--- src/rtl/irq_controller_if.sv ---
// irq_controller_if: core-side trap/ack signals plus peripheral request lines of the interrupt arbiter.
interface irq_controller_if #(parameter int N_IRQ = 16);
  logic             exception_i;
  logic             mret_i;
  logic             stall_i;
  logic [N_IRQ-1:0] irq_req_i;
  logic [31:0]      mie_i;
  logic             irq_o;
  logic [31:0]      irq_cause_o;
  logic [N_IRQ-1:0] irq_ret_o;
  modport master (output exception_i, mret_i, stall_i, irq_req_i, mie_i,
                  input  irq_o, irq_cause_o, irq_ret_o);
  modport slave  (input  exception_i, mret_i, stall_i, irq_req_i, mie_i,
                  output irq_o, irq_cause_o, irq_ret_o);
endinterface

--- src/rtl/irq_controller.sv ---
// irq_controller: masks and prioritises IRQ lines, issues one-cycle traps, tracks nesting, acks on mret.
module irq_controller #(
  parameter int N_IRQ      = 16,
  parameter int CAUSE_BASE = 16
) (
  input logic              clk_i,
  input logic              rst_i,
  irq_controller_if.slave  bus
);
  localparam int IW = N_IRQ > 1 ? $clog2(N_IRQ) : 1;
  logic [N_IRQ-1:0] enabled;
  logic [N_IRQ-1:0] ret;
  logic [IW-1:0]    winner;
  logic [IW-1:0]    idx;
  logic [IW-1:0]    sel;
  logic             irq_h;
  logic             exc_h;
  logic             take;
  assign enabled = bus.irq_req_i & bus.mie_i[CAUSE_BASE +: N_IRQ];
  always_comb begin
    winner = '0;
    for (int k = N_IRQ - 1; k >= 0; k--)
      if (enabled[k]) winner = IW'(k);
  end
  // The ack cycle also blocks a take so a re-raised line lands one cycle after the pulse.
  assign take = |enabled & ~irq_h & ~exc_h & ~bus.exception_i & ~bus.stall_i & ~|ret & ~rst_i;
  assign sel  = take ? winner : idx;
  assign bus.irq_o       = take;
  assign bus.irq_cause_o = (take | irq_h) ? {1'b1, 26'b0, 5'(CAUSE_BASE + int'(sel))} : 32'h0;
  assign bus.irq_ret_o   = ret;
  always_ff @(posedge clk_i or posedge rst_i) begin
    if (rst_i) begin
      irq_h <= 1'b0;
      exc_h <= 1'b0;
      idx   <= '0;
      ret   <= '0;
    end else begin
      ret <= '0;
      if (take) begin
        irq_h <= 1'b1;
        idx   <= winner;
      end
      if (bus.exception_i) exc_h <= 1'b1;
      else if (bus.mret_i) begin
        if (exc_h) exc_h <= 1'b0;
        else if (irq_h) begin
          irq_h <= 1'b0;
          ret   <= N_IRQ'(1) << idx;
        end
      end
    end
  end
endmodule

--- src/flat_wrapper.sv ---
// flat-port wrapper written by rule: the top's interface ports become plain ports
module irq_controller_flat 
#(
  parameter int N_IRQ      = 16,
  parameter int CAUSE_BASE = 16
)
  (clk_i, rst_i, bus_exception_i, bus_mret_i, bus_stall_i, bus_irq_req_i, bus_mie_i, bus_irq_o, bus_irq_cause_o, bus_irq_ret_o);
  irq_controller_if #(.N_IRQ(N_IRQ)) bus_i ();
  input logic clk_i;
  input logic rst_i;
  input wire logic [$bits(bus_i.exception_i)-1:0] bus_exception_i;
  input wire logic [$bits(bus_i.mret_i)-1:0] bus_mret_i;
  input wire logic [$bits(bus_i.stall_i)-1:0] bus_stall_i;
  input wire logic [$bits(bus_i.irq_req_i)-1:0] bus_irq_req_i;
  input wire logic [$bits(bus_i.mie_i)-1:0] bus_mie_i;
  output wire logic [$bits(bus_i.irq_o)-1:0] bus_irq_o;
  output wire logic [$bits(bus_i.irq_cause_o)-1:0] bus_irq_cause_o;
  output wire logic [$bits(bus_i.irq_ret_o)-1:0] bus_irq_ret_o;
  assign bus_i.exception_i = bus_exception_i;
  assign bus_i.mret_i = bus_mret_i;
  assign bus_i.stall_i = bus_stall_i;
  assign bus_i.irq_req_i = bus_irq_req_i;
  assign bus_i.mie_i = bus_mie_i;
  assign bus_irq_o = bus_i.irq_o;
  assign bus_irq_cause_o = bus_i.irq_cause_o;
  assign bus_irq_ret_o = bus_i.irq_ret_o;
  irq_controller #(.N_IRQ(N_IRQ), .CAUSE_BASE(CAUSE_BASE)) u_core (.clk_i(clk_i), .rst_i(rst_i), .bus(bus_i));
endmodule
--- config.mk ---
export PLATFORM = sky130hd
export DESIGN_NAME = irq_controller_flat
export DESIGN_NICKNAME = d
export VERILOG_FILES = /design/src/rtl/irq_controller_if.sv /design/src/rtl/irq_controller.sv /design/src/flat_wrapper.sv
export SDC_FILE = /design/constraint.sdc
export NUM_CORES = 1
export LEC_CHECK = 0
export ABC_AREA = 1
export CAP_MARGIN = 20
export CELL_PAD_IN_SITES_DETAIL_PLACEMENT = 0
export CELL_PAD_IN_SITES_GLOBAL_PLACEMENT = 1
export CORE_MARGIN = 1
export CORE_UTILIZATION = 23
export DETAILED_ROUTE_END_ITERATION = 10
export PLACE_DENSITY_LB_ADDON = 0.12
export SETUP_SLACK_MARGIN = 0.2
export SKIP_CTS_REPAIR_TIMING = 1
export SLEW_MARGIN = 20
export SYNTH_ARGS = -nofsm -noshare
export SYNTH_HDL_FRONTEND = slang
export SYNTH_SLANG_ARGS = --single-unit
--- constraint.sdc ---
create_clock -name clk_i -period 3.97 [get_ports clk_i]
set_input_delay 1.191 -clock clk_i [delete_from_list [all_inputs] [get_ports clk_i]]
set_output_delay 1.191 -clock clk_i [all_outputs]
set_load 0.05 [all_outputs]
## Word level (Yosys, flattened, before mapping)

Cells that the tools add are included.

- Register bits after elaboration: 22
- Logic and storage cells: 52

- $add $sub $neg: 1
- Shift operators: 1
- Mux-type cells: 29
- Bitwise logic cells: 13
- Reductions and logical operators: 4

Operators by type and width:

| kind | number |
|---|---|
| $mux W4 | 17 |
| $mux W16 | 4 |
| $mux W32 | 1 |
| $reduce_or A16 Y1 | 2 |
| $and A16 B16 Y16 | 1 |
| $shl A1 B4 Y16 const A | 1 |
| $mux W1 | 7 |
| $and A1 B1 Y1 | 6 |
| $add A5 B4 Y5 const A | 1 |
| $not A1 Y1 | 5 |
| $reduce_bool A2 Y1 | 1 |
| $logic_not A1 Y1 | 1 |
| $or A1 B1 Y1 | 1 |

## Depth between registers and ports, before layout

Gate-level depths: netlist of run 1.

- Depth in word-level cells: 20
- Mapped depth: 18
- Depth with buffers taken out: 18

## Least setup slack after synthesis of run 1

No wires, ideal clock.

- Kind: input -> output
- From: in bus_stall_i
- To: out bus_irq_cause_o[1]
- Data arrival time: 3.635 ns
- Required time: 2.779 ns
- Slack: -0.856 ns
- Stages on the path: 7
- Buffers on the path: 0
- Cell sequence: nor4_1 -> nand3_1 -> nor2_1 -> nand2_1 -> a21oi_1 -> o2111ai_1 -> a21oi_1

- Word-level cells in the longest chain between the ends: 7
- Elaborated cells between the ends (all ways): 8
- Those cells by class: 1 x add/sub; 2 x mux; 5 x bitwise

Ends and longest elaborated chain:

| item | line | source |
|---|---|---|
| start, declared | flat_wrapper.sv:13 | `input wire logic [$bits(bus_i.stall_i)-1:0] bus_stall_i;` |
| $not A1 Y1 * | irq_controller.sv:26 | `assign take = \|enabled & ~irq_h & ~exc_h & ~bus.exception_i & ~bus.stall_i & ~\|ret & ~rst_i;` |
| $and A1 B1 Y1 * (3 in series) | irq_controller.sv:26 |  |
| via bus_irq_o | flat_wrapper.sv:16 | `output wire logic [$bits(bus_i.irq_o)-1:0] bus_irq_o;` |
| $mux W4 | irq_controller.sv:27 | `assign sel = take ? winner : idx;` |
| $add A5 B4 Y5 | irq_controller.sv:29 | `assign bus.irq_cause_o = (take \| irq_h) ? {1'b1, 26'b0, 5'(CAUSE_BASE + int'(sel))} : 32'h0;` |
| $mux W32 * | irq_controller.sv:29 |  |
| end, declared | flat_wrapper.sv:17 | `output wire logic [$bits(bus_i.irq_cause_o)-1:0] bus_irq_cause_o;` |

The timed path passes the listed nets; every way through them passes the cells marked *.

## Final worst setup path of run 1

- From: in rst_i
- To: out bus_irq_cause_o[2]

- Word-level cells in the longest chain between the ends: 5
- Elaborated cells between the ends (all ways): 6
- Those cells by class: 1 x add/sub; 2 x mux; 3 x bitwise

Ends and longest elaborated chain:

| item | line | source |
|---|---|---|
| start, declared | flat_wrapper.sv:10 | `input logic rst_i;` |
| $not A1 Y1 * | irq_controller.sv:26 |  |
| $and A1 B1 Y1 * | irq_controller.sv:26 |  |
| $mux W4 | irq_controller.sv:27 |  |
| $add A5 B4 Y5 | irq_controller.sv:29 |  |
| $mux W32 * | irq_controller.sv:29 |  |

Every way passes the cells marked *; elsewhere a longest branch is shown, timed or not.

==> metrics.md, run 1 <==
| Metric | Value |
|---|---|
| Status | `complete, no violations` |
| Crit path arrival time | `2.55 ns` |
| Worst slew pin tran | `0.804 ns` |
| Setup-failing EPs final | `0` |
| # rows | `26` |
| Post-synthesis sequential area ratio | `0.426` |
| MaxCap Viol Count | `0` |
| Max incr delay on CP | `around 0.2 ns` |
| Cts bufs inserted | `3` |
| Antenna violations before repair | `0` |
| CP Capture Type | `primary output` |
| Rel. slew slack | `0.463` |
| Num Clock Sinks | `22` |
| Grt met1 use | `0.131` |
| Cell family with most CP delay | `buffers and inverters` |
| Bufs on Longest Clock Path | `2` |
| Number of buffers and inverters on the critical path | `4` |
| Ant. Diodes | `0` |
| Met3 GRT Util | `0.0238` |
| Final min period | `about 3.7 ns` |
| Largest area contributor in the netlist | `dfrtp_1` |
| Final TNS setup | `0 ns` |
| Initial Util | `0.245` |
| Hold crit path type | `reg -> reg` |
| Reg2reg end | `u_core.idx[0]` |
| Gate Count Post-Synth | `173` |
| Clock transition at path regs | `0.07 ns` |
| Drt first pass iters | `4` |
| Worst path slowest cell | `nor4_4` |
| CP Class | `in -> out` |
| CTS tree | `done` |
| Synth warn | `0` |
| Largest net degree at the start of global routing | `23` |
| Top-level I/O count | `102` |
| Max Fanout on Critical Path | `4` |
| Starting DRT DRC Count | `between 40 and 50` |
| Detailed placement HPWL | `2.59 mm` |
| Final WL | `3.16 mm` |
| Met2 Use GR | `0.184` |
| Post-DP Area | `0.00213 mm2` |
| Place WS | `-0.392 ns` |
| Core area | `around 0.0053 mm2` |
| Synth unique cells | `19` |
| Final net count | `between 300 and 400` |
| Worst setup margin | `0.231 ns` |
| Share of the synthesized area in the top cell type | `0.426` |
| Syn-to-layout area delta | `90.5%` |
| Reg2Reg Depth | `11` |
| First-pass GRT wire length | `~5 mm` |
| Async S/R FF share, synth | `1.00` |
| Synth Register Bits | `22` |
| GRT overflow | `0` |
| Die area | `0.00593 mm2` |
| Avg WL per Cell | `9.39 um` |
| Final Cycle Share | `0.942` |
| Synth top area cells | `dfrtp_1 43%, buf_4 16%, nand2_1 15%, nor2_1 8.1%, nand3_1 3.9%` |
| Peak VDD IR | `0.000169 V` |
| GR Util All Layers | `0.107` |
| CTS root buffer | `clkbuf_8` |
| Final hold violations | `0` |
| Non-filler cells, final | `roughly 340` |
| Chip width | `between 70 and 80 um` |
| Crit path to | `bus_irq_cause_o[2]` |
| Critical R2R Launch | `u_core.irq_h` |
| Slew Viols, Final | `0` |
| Cell-by-cell trace of the critical path | `buf_6 > nor4_4 > and2_4 > nand2_2 > a21oi_4 > buf_12 > nor2_4 > buf_4 > a21oi_4 > buf_12` |
| Synth Flop Type | `dfrtp_1` |
| Total number of vias | `1278` |
| CP required | `2.78 ns` |
| Fin area | `0.00246 mm2` |
| Post-synth EDFFs | `0` |
| Synthesized cell area | `0.00129 mm2` |
| H-tree levels | `1` |
| Antenna Nets Post-Route | `0` |
| Worst Skew | `0.00191 ns` |
| Lkg Pwr | `0.00135 uW` |
| Worst Setup SP | `rst_i` |
| Die height | `77 um` |
| Dpl cells | `~330` |
| Vias in the first global route | `1163` |
| Share of cells above drive strength 1 | `0.387` |
| Top post-synthesis cells by count | `51 x nand2_1, 28 x nor2_1, 27 x buf_4` |
| Stages on worst setup path | `10` |
| Via density | `between 3 and 4` |
| Setup crit start kind | `input port` |
| Achievable Freq | `approximately 270 MHz` |
| Worst reg2reg setup slack | `between 2 and 2.5 ns` |
| Mean Syn Cell Area | `7.48 um2` |
| Final Util | `0.468` |
| PD cells | `just under 400 mW/mm2` |
| Most Used Layer, Global Route | `met2` |
| GP Congestion | `between 0.7 and 0.8` |
| Port Buffers | `59` |
| Clk_lat worst skew | `0.25 ns` |
| WHS Path Cells | `2` |
| Most frequent cell after synthesis | `nand2_1` |
| RSZ-0062 raised after global routing | `yes` |
| DRC violations left | `0` |
[worst min-delay path by stage]
stage	start	to	slack (ns)
floorplan	u_core.exc_h	u_core.irq_h	0.51
global placement	u_core.exc_h	u_core.exc_h	0.54
detailed placement	u_core.exc_h	u_core.exc_h	0.55
CTS	u_core.exc_h	u_core.exc_h	0.57
global route	u_core.exc_h	u_core.exc_h	0.59
finish	u_core.idx[3]	u_core.idx[3]	0.57
[area by class of cell]
type | count | area [um2]
clock buffer | 4 | 55.1
fill | 536 | 2810
inverter | 14 | 52.6
multi-input combinational | 135 | 778
sequential | 22 | 551
tap | 70 | 87.6
timing repair buffer | 91 | 941
[power breakdown]
| part | total (uW) | internal, uW | switching, uW |
|---|---|---|---|
| logic | 521 | 220 | 301 |
| clock network | 154 | 88.2 | 65.9 |
| registers | 281 | 249 | 32.6 |
| total | 956 | 556 | 400 |
[state kept, by name (all words and copies together) (netlist names)]
name                  count
u_core.exc_h              1
u_core.idx                4
u_core.irq_h              1
u_core.bus.irq_ret_o     16
[tightest hold or removal path, cell delays in order (launching register included)]
cell and delay, ns:
dfrtp_1 0.38, inv_1 0.07, a21oi_1 0.08
[kinds of logic (layout without fill, tap and decap cells)]
kind of cell,Yosys count,after routing,share of synthesized area
simple gates,98,98,0.317
buf+inv,41,109,0.197
flops,22,22,0.426
compound gates,11,11,0.0571
other cells,1,26,0.00290
[metal layers]
layer	up-vias	part of all wire
met5	-	0
met4	0	0.013
met3	4	0.064
met2	49	0.48
met1	548	0.44
li1	677	-
[per-stage QoR]
step                      total power, uW  hold WS, ns
after floorplan                       564        0.510
after global placement                737        0.544
after detailed placement              736        0.555
after CTS                             891        0.565
after global routing                 1010        0.593
final                                 956        0.570
[cells in the final DEF (no fill, tap or decap), types with 2 or more instances in the layout]
cell type        Yosys  routed
nor2_2               0       2
and2_4               0       2
nor4_4               0       2
clkdlybuf4s50_1      0      17
inv_1               13       9
nor2_1              28      25
nand2_4              0       4
nand3_1             10       9
conb_1               1      26
dfrtp_1             22      22
clkbuf_8             0       4
buf_4               27      27
nand2_2              0      19
clkbuf_2             0       8
nor4_1               4       2
nor3_1               2       2
inv_2                1       5
nand2_1             51      28
buf_12               0       7
buf_6                0      12
dlymetal6s2s_1       0      19
a21oi_4              0       5
Note: power is estimated with default switching activity, not from simulation.
==> run 2: changes to the inputs <==
--- a/config.mk
+++ b/config.mk
@@ -13,6 +13,7 @@
 export CORE_UTILIZATION = 23
 export DETAILED_ROUTE_END_ITERATION = 10
 export PLACE_DENSITY_LB_ADDON = 0.12
+export RECOVER_POWER = 50
 export SETUP_SLACK_MARGIN = 0.2
 export SKIP_CTS_REPAIR_TIMING = 1
 export SLEW_MARGIN = 20
==> run 2 against run 1 <==
  * Worst setup slack worse by 0.034 ns
  * Final cell count stayed put
  * Register-to-register slack worse by 0.02 ns
  * Design area is 0.41% lower
  * Highest routed layer unchanged
  * Flip-flop and latch count stayed put
  * Count of clock-buffer cells in the layout stayed put
  * Clock skew stayed put
  * Die area stayed put
  * Critical path depth stayed put
  * Sequential power hardly changed
  * Maximum frequency is 0.91% lower
  * Global-route usage stayed put
  * Critical path type unchanged
==> metrics.md, run 2 (synthesized netlist as in run 1, its figures left out) <==
| Metric | Value |
|---|---|
| Status | `complete, no violations` |
| CTS root buffer | `clkbuf_8` |
| Most frequent cells in the layout | `29 x nand2_1, 27 x buf_4, 26 x conb_1` |
| GRT overflow | `0` |
| Largest net degree at the start of global routing | `23` |
| Rel. slew slack | `0.463` |
| Worst path slowest cell | `nor4_4` |
| First-pass GRT wire length | `around 5.1 mm` |
| Slew Viols, Final | `0` |
| H-tree levels | `1` |
| Final min period | `3.77 ns` |
| Avg WL per Cell | `9.40 um` |
| Lkg Pwr | `0.00134 uW` |
| Worst slew pin tran | `between 0.8 and 0.9 ns` |
| Overall power | `955 uW` |
| Final WL | `~3.2 mm` |
| Clock network fraction of design power | `0.161` |
| Drt first pass iters | `4` |
| Chip width | `77 um` |
| Die height | `77 um` |
| Net Sw Frac | `0.418` |
| Sequential share of power | `0.294` |
| GP Congestion | `approximately 0.71` |
| Total number of vias | `roughly 1300` |
| Num Clock Sinks | `22` |
| RSZ-0062 raised after global routing | `yes` |
| Crit path arrival time | `2.58 ns` |
| Final net count | `320` |
| CP Class | `in -> out` |
| Cell-by-cell trace of the critical path | `clkbuf_1 > nor4_4 > and2_4 > nand2_2 > a21oi_4 > inv_2 > a21oi_2 > nand2_1 > a21oi_4 > buf_12` |
| CP Capture Type | `primary output` |
| Hold crit path type | `reg -> reg` |
| Peak VDD IR | `0.000169 V` |
| Ant. Diodes | `0` |
| Setup crit start kind | `input port` |
| Detailed placement HPWL | `2.59 mm` |
| Final Cycle Share | `0.950` |
| Share of cells above drive strength 1 | `0.380` |
| Setup-failing EPs final | `0` |
| P_sw | `between 300 and 400 uW` |
| Worst Skew | `approximately 0.0019 ns` |
| PD cells | `just under 400 mW/mm2` |
| Max reg flops | `16` |
| DRC violations left | `0` |
| Clk_lat worst skew | `0.25 ns` |
| Achievable Freq | `about 270 MHz` |
| Antenna Nets Post-Route | `0` |
| Pint | `555 uW` |
| Combinational power share | `0.544` |
| Core area | `around 0.0053 mm2` |
| Top-level I/O count | `102` |
| Die area | `between 0.005 and 0.006 mm2` |
| Starting DRT DRC Count | `45` |
| Cts bufs inserted | `3` |
| Final Util | `0.466` |
| Via density | `3.81` |
| CTS tree | `done` |
| GR Util All Layers | `0.107` |
| CP required | `2.78 ns` |
| Vias in the first global route | `1163` |
| Antenna violations before repair | `0` |
| Initial Util | `0.245` |
| Top cell by count, worst path | `a21oi_4` |
| Max incr delay on CP | `0.21 ns` |
| Clock transition at path regs | `around 0.070 ns` |
| # rows | `26` |
| Final hold violations | `0` |
| Bufs on Longest Clock Path | `2` |
| MaxCap Viol Count | `0` |
| Max Fanout on Critical Path | `3` |
| Commonest non-fill, non-tap cell in the layout | `nand2_1` |
| Syn-to-layout area delta | `89.7%` |
| Port Buffers | `59` |
| Final TNS setup | `0 ns` |
==> run 2: cell types whose count changed in the layout (fill, tap and decap cells not counted), sizes merged <==
| cell | before | now |
|---|---|---|
| buf | 47 | 46 |
| clkdlybuf4s50 | 17 | 16 |
| clkbuf | 12 | 13 |
| dlygate4sd3 | 0 | 1 |
==> run 2: layer usage <==
metal	track usage	vias to the layer above	share of wire
li1	-	677	-
met1	0.131	549	0.44
met2	0.184	49	0.48
met3	0.0238	4	0.064
met4	0.0340	0	0.013
met5	0	-	0
==> run 2: layout make-up <==
type	count	area, um2
clock buffer	4	55.1
fill	535	2820
inverter	14	52.6
multi-input combinational	135	776
sequential	22	551
tap	70	87.6
timing repair buffer	91	933
==> run 2: final timing paths <==
kind	startpoint	end	slack [ns]	cells past startpoint
worst max-delay path	rst_i	bus_irq_cause_o[0]	0.20	10
worst min-delay path	u_core.idx[3]	u_core.idx[3]	0.57	2
worst max register to register	u_core.irq_h	u_core.idx[0]	2.06	11
worst min register to register	u_core.idx[3]	u_core.idx[3]	0.57	2
max in group asynchronous	rst_i	u_core.bus.irq_ret_o[4]	2.35	2
min in group asynchronous	rst_i	u_core.bus.irq_ret_o[15]	1.12	2
==> run 2: stage by stage <==
stage / cell area, um2 / hold slack, ns / cells / worst slack, ns
after CTS: 2190 / 0.565 / 329 / -0.390
after global placement: 2130 / 0.544 / 325 / -0.378
after floorplan: 1410 / 0.510 / 198 / -0.0510
after global routing: 2450 / 0.593 / 336 / 0.0884
final: 2450 / 0.570 / 336 / 0.197
after detailed placement: 2130 / 0.555 / 325 / -0.392
==> run 2: power by group through the flow <==
stage / registers (uW) / clock network [uW] / logic [uW]
after floorplan: 279 / 0 / 285
after global placement: 281 / 0 / 457
after detailed placement: 280 / 0 / 456
after CTS: 275 / 158 / 458
after global routing: 286 / 171 / 555
final: 281 / 154 / 520
==> run 2: worst max-delay path: cells and delay by family <==
| family | cells | cell delay [ns] |
|---|---|---|
| simple gates | 4 | 0.59 |
| compound gates | 3 | 0.47 |
| buf+inv | 3 | 0.32 |
==> RTL edit 1, RTL diff (flow settings as in run 1) <==
Register the output `bus.irq_cause_o`, without a reset; this adds one clock of latency there.
--- a/src/rtl/irq_controller.sv
+++ b/src/rtl/irq_controller.sv
@@ -27,5 +27,7 @@
   assign sel  = take ? winner : idx;
   assign bus.irq_o       = take;
-  assign bus.irq_cause_o = (take | irq_h) ? {1'b1, 26'b0, 5'(CAUSE_BASE + int'(sel))} : 32'h0;
+  always_ff @(posedge clk_i) begin
+    bus.irq_cause_o <= (take | irq_h) ? {1'b1, 26'b0, 5'(CAUSE_BASE + int'(sel))} : 32'h0;
+  end
   assign bus.irq_ret_o   = ret;
   always_ff @(posedge clk_i or posedge rst_i) begin
Behaviour: not the same (a bounded check fails within 4 cycles, from zero or initial values and one cycle with rst_i high).
==> RTL edit 1 against run 1 <==
  * Power rose by 1.7%
  * Final area fell by 14%
  * Wire length fell by 7.2%
  * Area after synthesis rose by 7.9%
  * Cell count fell by 5.7%
  * Worst setup slack improved by 0.068 ns
  * Sequential cell count rose by 6
  * Clock power rose by 43%
  * Largest cell class is now registers
  * Largest power group unchanged
==> RTL edit 1: results (changes against run 1) <==
| Metric | Value |
|---|---|
| Outcome | `finished clean` |
| Fill count | `627 (+17%)` |
| Final instance area | `2110 sq um (-14%)` |
| Top cells by area, synth | `dfrtp_1 39%, buf_4 14%, nand2_1 14%` |
| Via count | `1220 (-4.5%)` |
| Comb pwr | `377 uW (-28%)` |
| Vias in the first global route | `1109 (-4.6%)` |
| Non-clock buffer count | `61 (-33%)` |
| Footprint of the multi-input gates | `608 sq um (-22%)` |
| Seq/Total Area, Yosys | `48.0% (+5.5 points)` |
| Synth top cells by count | `51 x nand2_1, 31 x nor2_1, 26 x buf_4` |
| Register Area | `671 sq um (+22%)` |
| VDD IR max | `0.161 mV (-4.4%)` |
| ClkCell Share | `3.38% (+1.1 points)` |
| Inverters excl. clock | `13 (-1)` |
| Cells after DPL | `312 (-4.0%)` |
| NumNets Final | `296 (-7.5%)` |
| Slowest stage delay, CP | `0.42 ns (+0.22 ns)` |
| Distinct cells, synth | `20 (+1)` |
| Share of cells above drive strength 1 | `6.61% (-32 points)` |
| Clock-pin slew on the worst setup and hold paths | `0.09 ns (+0.02 ns)` |
| Syn Inst Count | `178 (+2.9%)` |
| Iter 0 DRT Violations | `33 (-23%)` |
| Routability cong. | `0.728 (+2.2%)` |
| Comb power frac | `38.8% (-16 points)` |
| Worst Path Max Fanout | `2 (-2)` |
| Post-synth ARST share | `78.6% (-21 points)` |
| WP data arrival | `2.48 ns (-0.07 ns)` |
| Switch Pwr | `381 uW (-4.8%)` |
| Post-place setup slack | `0.130 ns (+0.522 ns)` |
| Worst-Skew Late Latency | `0.27 ns (+0.02 ns)` |
| Critical Path Slowest Stage Cell | `clkdlybuf4s50_1` |
| Count of multi-input gates | `136 (+0.74%)` |
| Clk pwr | `220 uW (+43%)` |
## RTL edit 1: worst paths after layout
path / from / endpoint / slack (ns) / cells after the start
max: bus_stall_i / bus_irq_o / 0.30 / 7
min in group asynchronous: rst_i / u_core.idx[3] / 1.43 / 2
min reg2reg: u_core.exc_h / u_core.exc_h / 0.52 / 2
min: u_core.exc_h / u_core.exc_h / 0.52 / 2
max in group asynchronous: rst_i / u_core.bus.irq_ret_o[4] / 2.05 / 2
max reg2reg: u_core.bus.irq_ret_o[11] / u_core.bus.irq_cause_o[0] / 2.20 / 9
## RTL edit 1: cell families (layout without fill, tap and decap cells)
logic type      after synthesis  in the layout  share of synthesized area (%)
buf+inv                      39             78                           17.5
compound gates               10             10                           4.66
simple gates                100            100                           29.6
other cells                   1             26                          0.269
flops                        28             28                           48.0
## RTL edit 1: per-layer routing
layer  GRT usage (%)  part of all wire (%)  wire length [um]
met2            16.3                    47              1390
met1            11.7                    44              1300
met3            1.60                   6.1               180
met5               0                     0                 0
met4            4.29                   1.9                57
==> RTL edit 2, RTL diff (settings of run 1) <==
Made on the original files. Reset style: synchronous (`rst_i`), changed in one clocked block.
--- a/src/rtl/irq_controller.sv
+++ b/src/rtl/irq_controller.sv
@@ -29,5 +29,5 @@
   assign bus.irq_cause_o = (take | irq_h) ? {1'b1, 26'b0, 5'(CAUSE_BASE + int'(sel))} : 32'h0;
   assign bus.irq_ret_o   = ret;
-  always_ff @(posedge clk_i or posedge rst_i) begin
+  always_ff @(posedge clk_i) begin
     if (rst_i) begin
       irq_h <= 1'b0;
Function: differs if rst_i is asserted again (counterexample within 4 cycles, from zero or initial values and one cycle with rst_i high); with rst_i held inactive, the same outputs for 10 cycles.
==> RTL edit 2 against run 1 <==
  * Worst setup slack gained 0.028 ns
  * Wire length is 6.6% lower
  * Final area fell by 9.7%
  * Count of clock-buffer cells in the layout down 1
  * Core utilization fell by 0.89 points
  * Area after synthesis down 7.6%
  * Sequential cell count unchanged
Power is not compared: it rests on default switching activity, and its combinational part moved more than twofold at a synthesized area within 25%.
==> RTL edit 2: results (changes against run 1) <==
| Metric | Value |
|---|---|
| Outcome | `finished clean` |
| Total Wirelength | `2950 um (-6.6%)` |
| Routability cong. | `0.706 (-0.86%)` |
| R2r endpoint | `u_core.idx[0]` |
| R2R Setup Slk | `2.28 ns (+0.20 ns)` |
| Hold slack | `0.516 ns (-0.0536 ns)` |
| Hpwl dp | `2440 um (-6.0%)` |
| Post-synth ARST share | `0% (-100 points)` |
| FF-to-FF Start | `u_core.bus.irq_ret_o[3]` |
| Via count | `1283 (+0.39%)` |
| Fill count | `507 (-5.4%)` |
| N_diodes | `0 (unchanged)` |
| Critical path startpoint | `bus_mie_i[31]` |
| Synth top cells by count | `42 x nand2_1, 34 x nor2_1, 27 x buf_4` |
| XOR/XNOR Fraction of Synth Area | `0% (unchanged)` |
| Iter 0 DRT Violations | `31 (-28%)` |
| Syn Inst Count | `172 (-0.58%)` |
| Top cells by area, synth | `dfxtp_1 37%, buf_4 17%, nand2_1 13%` |
| Largest net degree at the start of global routing | `14 (-39%)` |
| First-pass GRT wire length | `4640 um (-9.3%)` |
| WP data arrival | `2.52 ns (-0.03 ns)` |
| Share of the synthesized area in the top cell type | `36.9% (-5.7 points)` |
| Worst Setup EP | `bus_irq_cause_o[1]` |
| Seq/Total Area, Yosys | `36.9% (-5.7 points)` |
| Layout Cells excl Fill | `324 (-3.6%)` |
| Worst R2R Path Depth | `10 (-1)` |
| Compound-Gate Fraction of Synth Area | `6.60% (+0.89 points)` |
| Router iterations before antenna repair | `4 (unchanged)` |
| Worst-Skew Late Latency | `~0.26 ns` |
| Predominant post-synthesis flop cell | `dfxtp_1` |
| Share of cells above drive strength 1 | `33.1% (-5.6 points)` |
| Root buffer cell | `clkbuf_8` |
| Vias in the first global route | `1126 (-3.2%)` |
| Worst Path Max Fanout | `2 (-2)` |
| Clock Skew | `0.00342 ns (+0.00151 ns)` |
| NumNets Final | `311 (-2.8%)` |
| Distinct cells, synth | `22 (+3)` |
| GRT Total Usage | `11.0% (+0.37 points)` |
[RTL edit 2: cell types whose count changed after synthesis, moves of 2 or more]
cell,delta
dfrtp_1,-22
dfxtp_1,+22
nor4_1,-2
o21ai_0,+2
nand2_1,-9
inv_1,-2
nor2_1,+6
nor4_2,+2
[RTL edit 2: how the worst min path moves through the flow]
| stage | from | endpoint | cells past startpoint |
|---|---|---|---|
| 5_1_grt | u_core.exc_h | u_core.exc_h | 2 |
| 3_5_place_dp | u_core.idx[2] | u_core.bus.irq_ret_o[15] | 2 |
| 4_1_cts | u_core.idx[2] | u_core.bus.irq_ret_o[7] | 2 |
| 3_3_place_gp | u_core.idx[2] | u_core.bus.irq_ret_o[7] | 2 |
| 6_report | u_core.exc_h | u_core.exc_h | 2 |
| 2_1_floorplan | u_core.idx[2] | u_core.bus.irq_ret_o[15] | 2 |
[RTL edit 2: layer usage]
| layer | part of all wire [%] | global-route usage [%] |
|---|---|---|
| met1 | 42 | 12.7 |
| met2 | 48 | 19.5 |
| met3 | 8.1 | 2.71 |
| met4 | 1.5 | 4.49 |
| met5 | 0 | 0 |
[RTL edit 2: final cells by class]
type | count | area [sq um] | area share, %
Multi-Input combinational cell | 135 | 724 | 32.6
Clock buffer | 3 | 41.3 | 1.86
Inverter | 12 | 45.0 | 2.02
Timing Repair Buffer | 84 | 860 | 38.6
Sequential cell | 22 | 440 | 19.8
Tap cell | 67 | 83.8 | 3.77
Clock inverter | 1 | 30.0 | 1.35
[RTL edit 2: where the power goes]
group / internal [mW] / total [mW] / switching (mW)
registers: 0.223 / 0.226 / 0.00283
logic: 0.0674 / 0.176 / 0.109
clock network: 0.135 / 0.206 / 0.0712
total: 0.425 / 0.608 / 0.183
[RTL edit 2: critical path, cell delays in order]
cell     delay [ns]
buf_6          0.09
nand2_2        0.07
buf_4          0.10
nand2_1        0.05
buf_4          0.13
a31oi_1        0.13
nor2_1         0.06
nor2_1         0.08
nor2_1         0.05
o21ai_1        0.11
nor2_1         0.05
a21oi_1        0.18
nor2_2         0.07
buf_12         0.15
[RTL edit 2: kinds of logic (layout without fill, tap and decap cells)]
kind of cell,count (synthesis),in the layout
other cells,1,26
simple gates,96,96
compound gates,13,13
flops,22,22
buf+inv,40,100
[RTL edit 2: per-stage QoR]
stage	power (mW)	setup slack (ns)	cell area, sq um
CTS	0.604	-0.229	2030
detailed placement	0.398	-0.199	1960
finish	0.608	0.259	2220
floorplan	0.349	0.0170	1290
global placement	0.398	-0.208	1960
global route	0.637	0.122	2220
